**config.mk**
```make
export PLATFORM = sky130hd
export DESIGN_NAME = ram_write_buffer
export DESIGN_NICKNAME = d
export VERILOG_FILES = /design/src/rtl/ram_write_buffer_pkg.sv /design/src/rtl/ram_write_buffer_snoop.sv /design/src/rtl/ram_write_buffer.sv
export SDC_FILE = /design/constraint.sdc
export NUM_CORES = 1
export LEC_CHECK = 0
export CAP_MARGIN = 20
export CORE_MARGIN = 8
export CORE_UTILIZATION = 51
export DETAILED_ROUTE_END_ITERATION = 10
export PLACE_DENSITY_LB_ADDON = 0.3
export SLEW_MARGIN = 40
export SYNTH_ARGS = -nofsm -noshare
export SYNTH_HDL_FRONTEND = slang
export SYNTH_SLANG_ARGS = --single-unit
export TNS_END_PERCENT = 30
```
**constraint.sdc**
```tcl
create_clock -name signal_C -period 5.05 [get_ports signal_C]
set_input_delay 0.505 -clock signal_C [delete_from_list [all_inputs] [get_ports signal_C]]
set_output_delay 0.505 -clock signal_C [all_outputs]
set_load 0.02 [all_outputs]
```
**src/rtl/ram_write_buffer_pkg.sv**
```systemverilog
// Shared constants, entry layout and sizing helper for the RAM write buffer.
// The optional snoop path is enabled by defining RAM_WRITE_BUFFER_SNOOP_EN.
package ram_write_buffer_pkg;

    localparam int ADDR_W_DEF = 8;
    localparam int DATA_W_DEF = 32;
    localparam int DEPTH_DEF  = 4;

    // Width of the external request/RAM address buses; stored addresses are
    // the low ADDR_W bits and are zero-extended on the way out.
    localparam int BUS_ADDR_W = 32;

    // Queue entry at the default widths (used by software-side models).
    typedef struct packed {
        logic [ADDR_W_DEF-1:0] addr;
        logic [DATA_W_DEF-1:0] data;
    } entry_t;

    // Occupancy counter width: must represent 0..depth inclusive.
    function automatic int count_width(input int depth);
        return $clog2(depth) + 1;
    endfunction

endpackage

```
**src/rtl/ram_write_buffer_snoop.sv**
```systemverilog
// Snoop matcher for the RAM write buffer: searches the valid queue entries
// for an address and returns the data of the youngest match. Only built when
// RAM_WRITE_BUFFER_SNOOP_EN is defined.
module ram_write_buffer_snoop
    import ram_write_buffer_pkg::*;
#(
    parameter  int DEPTH  = DEPTH_DEF,
    parameter  int ADDR_W = ADDR_W_DEF,
    parameter  int DATA_W = DATA_W_DEF,
    localparam int PTR_W  = $clog2(DEPTH)
) (
    input  logic [ADDR_W-1:0] entry_addr_i [DEPTH],
    input  logic [DATA_W-1:0] entry_data_i [DEPTH],
    input  logic [DEPTH-1:0]  valid_i,
    input  logic [PTR_W-1:0]  head_i,
    input  logic [ADDR_W-1:0] query_i,
    output logic              hit_o,
    output logic [DATA_W-1:0] data_o
);

    logic [PTR_W-1:0] idx;

    // Walk entries oldest to youngest from the head; a later match overrides
    // an earlier one, so the result is the youngest pending write.
    always_comb begin
        // NOTE: every output of a combinational block gets a default first so
        // no path leaves it unassigned, which would otherwise infer a latch.
        hit_o  = 1'b0;
        data_o = '0;
        idx    = '0;
        for (int k = 0; k < DEPTH; k++) begin
            idx = head_i + PTR_W'(k);
            if (valid_i[idx] && (entry_addr_i[idx] == query_i)) begin
                hit_o  = 1'b1;
                data_o = entry_data_i[idx];
            end
        end
    end

endmodule

```
**src/rtl/ram_write_buffer.sv**
```systemverilog
// Write-request FIFO in front of the RAM write port. Accepts requests on a
// valid/ready handshake and drains one entry per clock when drain is enabled.
// Optional snoop/forward path: define RAM_WRITE_BUFFER_SNOOP_EN.
module ram_write_buffer
    import ram_write_buffer_pkg::*;
#(
    parameter  int DEPTH  = DEPTH_DEF,   // power of two, >= 2
    parameter  int ADDR_W = ADDR_W_DEF,
    parameter  int DATA_W = DATA_W_DEF,
    localparam int CNT_W  = count_width(DEPTH)
) (
    input  logic                  signal_C,   // clock
    input  logic                  signal_R,   // sync active-high reset
    input  logic                  signal_V,   // request valid
    input  logic [BUS_ADDR_W-1:0] signal_I,   // request address
    input  logic [DATA_W-1:0]     signal_W,   // request data
    output logic                  signal_K,   // request ready
    input  logic                  signal_G,   // drain enable
    output logic [BUS_ADDR_W-1:0] signal_A,   // RAM write address
    output logic [DATA_W-1:0]     signal_D,   // RAM write data
    output logic                  signal_E,   // RAM write enable
    output logic [CNT_W-1:0]      signal_N,   // occupancy
    input  logic [BUS_ADDR_W-1:0] signal_Q,   // snoop query address
    output logic                  signal_H,   // snoop hit
    output logic [DATA_W-1:0]     signal_F    // snoop forwarded data
);

    localparam int PTR_W = CNT_W - 1;

    typedef struct packed {
        logic [ADDR_W-1:0] addr;
        logic [DATA_W-1:0] data;
    } wb_entry_t;

    wb_entry_t        mem_q [DEPTH];
    logic [PTR_W-1:0] wr_ptr_q, wr_ptr_d;
    logic [PTR_W-1:0] rd_ptr_q, rd_ptr_d;
    logic [CNT_W-1:0] count_q, count_d;

    logic      not_full;
    logic      not_empty;
    logic      enq;
    logic      deq;
    wb_entry_t head;

    // Upper request/query address bits are intentionally dropped.
    logic unused_addr_bits;
    assign unused_addr_bits = ^{signal_I, signal_Q};

    // Handshake and drain qualifiers. Ready looks only at the registered
    // count, so a full queue refuses even in a cycle where it also drains.
    assign not_full  = (count_q != CNT_W'(DEPTH));
    assign not_empty = (count_q != '0);
    assign signal_K  = !signal_R && not_full;
    assign signal_E  = !signal_R && signal_G && not_empty;
    assign enq       = signal_V && signal_K;
    assign deq       = signal_E;

    // Head entry drives the RAM port; zero when there is nothing to write.
    assign head     = mem_q[rd_ptr_q];
    assign signal_A = not_empty ? BUS_ADDR_W'(head.addr) : '0;
    assign signal_D = not_empty ? head.data : '0;
    assign signal_N = count_q;

    // Next-state for pointers and occupancy; pointers wrap naturally because
    // DEPTH is a power of two.
    always_comb begin
        wr_ptr_d = wr_ptr_q;
        rd_ptr_d = rd_ptr_q;
        count_d  = count_q;
        if (enq) begin
            wr_ptr_d = wr_ptr_q + PTR_W'(1);
        end
        if (deq) begin
            rd_ptr_d = rd_ptr_q + PTR_W'(1);
        end
        case ({enq, deq})
            2'b10:   count_d = count_q + CNT_W'(1);
            2'b01:   count_d = count_q - CNT_W'(1);
            default: count_d = count_q;
        endcase
    end

    // Control state register with synchronous reset; reset drops any queued
    // writes and blocks the drain in the same cycle via signal_E.
    always_ff @(posedge signal_C) begin
        // NOTE: registers are updated with non-blocking assignments so every
        // flop samples pre-edge values regardless of block ordering.
        if (signal_R) begin
            wr_ptr_q <= '0;
            rd_ptr_q <= '0;
            count_q  <= '0;
        end else begin
            wr_ptr_q <= wr_ptr_d;
            rd_ptr_q <= rd_ptr_d;
            count_q  <= count_d;
        end
    end

    // Entry storage: written at the write pointer on an accepted request.
    always_ff @(posedge signal_C) begin
        // NOTE: the entry array is deliberately not reset; validity comes from
        // the pointers and count, and leaving it unreset lets it map to RAM.
        if (enq) begin
            mem_q[wr_ptr_q] <= '{addr: signal_I[ADDR_W-1:0], data: signal_W};
        end
    end

`ifdef RAM_WRITE_BUFFER_SNOOP_EN
    logic [DEPTH-1:0]  valid_mask;
    logic [PTR_W-1:0]  age;
    logic [ADDR_W-1:0] snoop_addr [DEPTH];
    logic [DATA_W-1:0] snoop_data [DEPTH];
    logic              snoop_hit;
    logic [DATA_W-1:0] snoop_fwd;

    // An entry is valid when its distance from the head is below the count.
    always_comb begin
        valid_mask = '0;
        age        = '0;
        for (int i = 0; i < DEPTH; i++) begin
            age           = PTR_W'(i) - rd_ptr_q;
            valid_mask[i] = ({1'b0, age} < count_q);
        end
    end

    for (genvar i = 0; i < DEPTH; i++) begin : g_snoop_flat
        assign snoop_addr[i] = mem_q[i].addr;
        assign snoop_data[i] = mem_q[i].data;
    end

    ram_write_buffer_snoop #(
        .DEPTH  (DEPTH),
        .ADDR_W (ADDR_W),
        .DATA_W (DATA_W)
    ) u_snoop (
        .entry_addr_i (snoop_addr),
        .entry_data_i (snoop_data),
        .valid_i      (valid_mask),
        .head_i       (rd_ptr_q),
        .query_i      (signal_Q[ADDR_W-1:0]),
        .hit_o        (snoop_hit),
        .data_o       (snoop_fwd)
    );

    assign signal_H = !signal_R && snoop_hit;
    assign signal_F = signal_R ? '0 : snoop_fwd;
`else
    assign signal_H = 1'b0;
    assign signal_F = '0;
`endif

endmodule

```
Word level (Yosys, flattened, before mapping)
Memories as Yosys holds them, arrays and structs flattened. A register that Yosys moved wholly into a read port is not among the register bits.
Index checks and enable logic that the tools add are counted.
W data, S select, Z words.
{"block": "classes", "n_addsub": 4, "reduce_logical": 7, "mux": 7, "eq_ne": 3}
{"op": "$mux W32", "count": 1}
{"op": "$mux W8", "count": 1}
{"op": "$pmux W3 S2", "count": 1}
{"op": "$add A2 B1 Y2 const B", "count": 2}
{"op": "$logic_and A1 B1 Y1", "count": 4}
{"op": "$mux W2", "count": 2}
{"op": "$add A3 B1 Y3 const B", "count": 1}
{"op": "$ne A3 B3 Y1 const B", "count": 1}
{"op": "$reduce_bool A3 Y1", "count": 1}
{"op": "$sub A3 B1 Y3 const B", "count": 1}
{"op": "$eq A2 B1 Y1 const B", "count": 1}
{"op": "$eq A2 B2 Y1 const B", "count": 1}
{"op": "$mux W1", "count": 2}
{"op": "$reduce_bool A2 Y1", "count": 1}
{"op": "$logic_not A1 Y1", "count": 1}
{"block": "totals", "memories": 1, "out_inout_bits": 102, "register_bits": 7, "inputBits": 100, "ramBits": 160}
{"memory": "mem_q", "words": 4, "word_bits": 40, "read_ports": 1, "rd_ports_with_merged_regs": 1, "wr": 1, "line_no": "ram_write_buffer.sv:35", "source": "wb_entry_t mem_q [DEPTH];"}

Depth between registers and ports, before layout
{"block": "depth", "ltp_word": 5, "ltp_mapped": 9, "ltp_nobuf": 9}

Worst setup path before layout
No wires, ideal clock.
{"block": "synth_timing", "path_kind": "reg-to-reg", "start": "register count_q[0] (netlist: signal_N[0])", "end": "memory mem_q[0][0] (netlist bit) (enable)", "path_slack_ps": 2670, "setup_time_ps": 401, "n_path_buf": 0, "t_arrival_ps": 1979, "path_stages_with_launch": 4, "path_cell_list": "dfxtp_1 > nor3b_1 > nor3b_2 > and2_1"}
{"block": "synth_via", "elab_chain_len": 5}
{"element": "start: declaration", "line_no": "ram_write_buffer.sv:38", "source": "logic [CNT_W-1:0] count_q, count_d;"}
{"element": "start signal: assignment", "line_no": "ram_write_buffer.sv:96", "source": "count_q <= count_d;"}
{"element": "$ne A3 B3 Y1", "line_no": "ram_write_buffer.sv:52", "source": "assign not_full = (count_q != CNT_W'(DEPTH));"}
{"element": "$logic_and A1 B1 Y1", "line_no": "ram_write_buffer.sv:54", "source": "assign signal_K = !signal_R && not_full;"}
{"element": "$logic_and A1 B1 Y1", "line_no": "ram_write_buffer.sv:56", "source": "assign enq = signal_V && signal_K;"}
{"element": "$mux W1", "line_no": "ram_write_buffer.sv:104", "source": "if (enq) begin"}
{"element": "$mux W1 (implied by the code)", "line_no": "ram_write_buffer.sv:105", "source": "mem_q[wr_ptr_q] <= '{addr: signal_I[ADDR_W-1:0], data: signal_W};"}
{"element": "end: declaration", "line_no": "ram_write_buffer.sv:35"}
Every way passes these cells.

==> flow_metrics.tcl <==
set metrics [dict create \
    busiest_layer "met2" \
    synth.avg_cell_area_um2 19.1 \
    fin_util_pct 62.7 \
    yosysSeqAreaShare_pct 71.8 \
    clkSlewWorstSetupHoldPaths_ns 0.06 \
    required_ns 4.55 \
    crit_fanout 23 \
    wl_per_cell_um 18.9 \
    grt_pass1_vias 3527 \
    fin_crit_sh_pct 60.5 \
    io_pins 202 \
    row_count 42 \
    diodes 0 \
    cts_resized 0 \
    synth_area_leaders "edfxtp_1 (69%), mux4_2 (13%), buf_4 (6.2%)" \
    fin_nets 567 \
    clkLatencyLatePin_ns 0.42 \
    relSlewSlack_pct 56.9 \
    first_iter_violations 213 \
    dr.pass1.iters 4 \
    overflow 0 \
    via_count 3233 \
    drive_gt1_share_pct 16.9 \
    drv_slew 0 \
    grtUsageMet2_pct 23.1 \
    post-route-cell-area_um2 8330 \
    period_minus_slack_ns 3.05 \
    status "completed" \
    dp_slack_ns 1.91 \
    setup_tns_ns 0 \
    crit_path_start_kind "register" \
    drt_wl_total_um 12300 \
    cts-buffers-inserted 17 \
    antenna_found_initial 0 \
    powerDensity_nw_per_um2 395 \
    synth_common_cells "edfxtp_1 (160), buf_4 (57), mux4_2 (40), nor2b_1 (40), dfxtp_1 (9)" \
    ys_ff_latch 169 \
    setup_ws_ns 2.00 \
    synth_top_area_cell "edfxtp_1" \
    clock-root-buffer "clkbuf_16" \
    synth_edf_count 160 \
    place_congestion 0.715 \
    synth_cell_types 26 \
    drtAntennaViolNets 0 \
    cap_violations 0 \
    finalSetupViolations 0 \
    hold_viol 0 \
    yosysWarnings 0 \
    synthToLayoutAreaGrowth_pct 20.0 \
    ys_dominant_reg_cell "edfxtp_1" \
    die_area_um2 17600 \
    rsz0062_at_grt "false" \
    crit_path_end_kind "output port" \
    core_um2 13300 \
    port_buffers 88 \
    synth_cells 363 \
    die_w_um 133 \
    ir_drop_mv 0.214 \
    avgViaCountPerCell 4.98 \
    fillers 964 \
    htreeDepth 4 \
    worstSetupPathType "register to output port" \
    min_path_type "register to register" \
    cts_tree "built" \
    cts_max_path_buffers 2 \
    max_freq_mhz 327 \
    die_h_um 133 \
    grt_max_degree 43 \
    clock_skew_ns 0.00711 \
    use_met1_pct 17.1 \
    p_leak_uw 0.00272 \
    cts_sinks 169 \
    grt_usage_pct 14.3 \
    start_util_pct 52.2 \
    place_hpwl_um 7640 \
    post-cts-setup-buffers 0 \
    synth_top_area_share_pct 69.2 \
    hold_buffers 0 \
    drc_errors 0 \
    crit_arrival_ns 2.55 \
    synth_most_common_cell "edfxtp_1" \
    worst_pin_slew_ns 0.646 \
    grt_pass1_wl_um 19100 \
    placed_area_um2 7810 \
    synthArstFlopShare_pct 0 \
    mappedNetlistArea_um2 6940 \
    grt_use_met3_pct 4.81 \
]
## power breakdown
part | switching (µW) | total (µW) | internal (µW)
clock network | 486 | 1150 | 667
logic | 267 | 512 | 245
registers | 34.8 | 1630 | 1590
total | 788 | 3290 | 2500
## path summary, 6_finish.rpt
path	cells after the start	to	slack [ns]	from
max	4	signal_D[13]	2.00	register
min	2	register	0.52	rd_ptr_q[1]
max reg2reg	4	mem_q[3][13]	2.66	signal_N[0]
min reg2reg	2	register	0.52	rd_ptr_q[1]
## critical path, stage by stage (launching register included)
cell and delay (ns):
dfxtp_4 0.61, buf_12 0.28, mux4_2 0.52, nor2b_1 0.15, clkdlybuf4s50_1 0.57
## area by class of cell
class                           count  area [µm²]  area share, %
Sequential cell                   169        4990           59.9
Multi-Input combinational cell    173        1640           19.7
Timing Repair Buffer               94         938           11.3
Clock buffer                       21         440           5.28
Tap cell                          176         220           2.64
Clock inverter                     10        80.1          0.961
Inverter                            6        22.5          0.270
## registers in the layout, indices dropped and copies added, names as in the netlist, named ones only
name	count
wr_ptr_q	2
rd_ptr_q	2
signal_N	3
mem_q	160
## cell families after synthesis
group	share of synthesized area (%)
flops	71.8
buf+inv	7.77
simple gates	5.08
mux	13.3
fa+ha+maj	1.19
compound gates	0.468
xor+xnor	0.378
other cells	0.0540
## cells in the final DEF, fill, tap and decap left out, drive strengths merged, types with 4 or more instances in the layout
| cell type | netlist | routed |
|---|---|---|
| buf | 66 | 6 |
| conb | 1 | 57 |
| nor2b | 40 | 40 |
| clkbuf | 5 | 21 |
| dfxtp | 9 | 9 |
| edfxtp | 160 | 160 |
| and2 | 4 | 4 |
| mux4 | 40 | 40 |
| ha | 5 | 5 |
| nor2 | 8 | 8 |
| inv | 6 | 6 |
| clkdlybuf4s50 | 0 | 88 |
| clkinv | 0 | 6 |
## per-stage QoR
step | instances | total power (µW) | hold WS [ns]
finish | 649 | 3290 | 0.516
global route | 649 | 3410 | 0.537
CTS | 649 | 3320 | 0.521
detailed placement | 618 | 2180 | 0.511
global placement | 617 | 2160 | 0.461
floorplan | 419 | 2000 | 0.459
## metal layers
metal  wire length [µm]  share of wire (%)  up-vias
li1                   -                  -     1468
met1               5130                 42     1634
met2               6030                 49      115
met3                878                7.2       16
met4                218                1.8        0
met5                  0                  0        -
No activity file was read; power rests on OpenSTA's default activity.
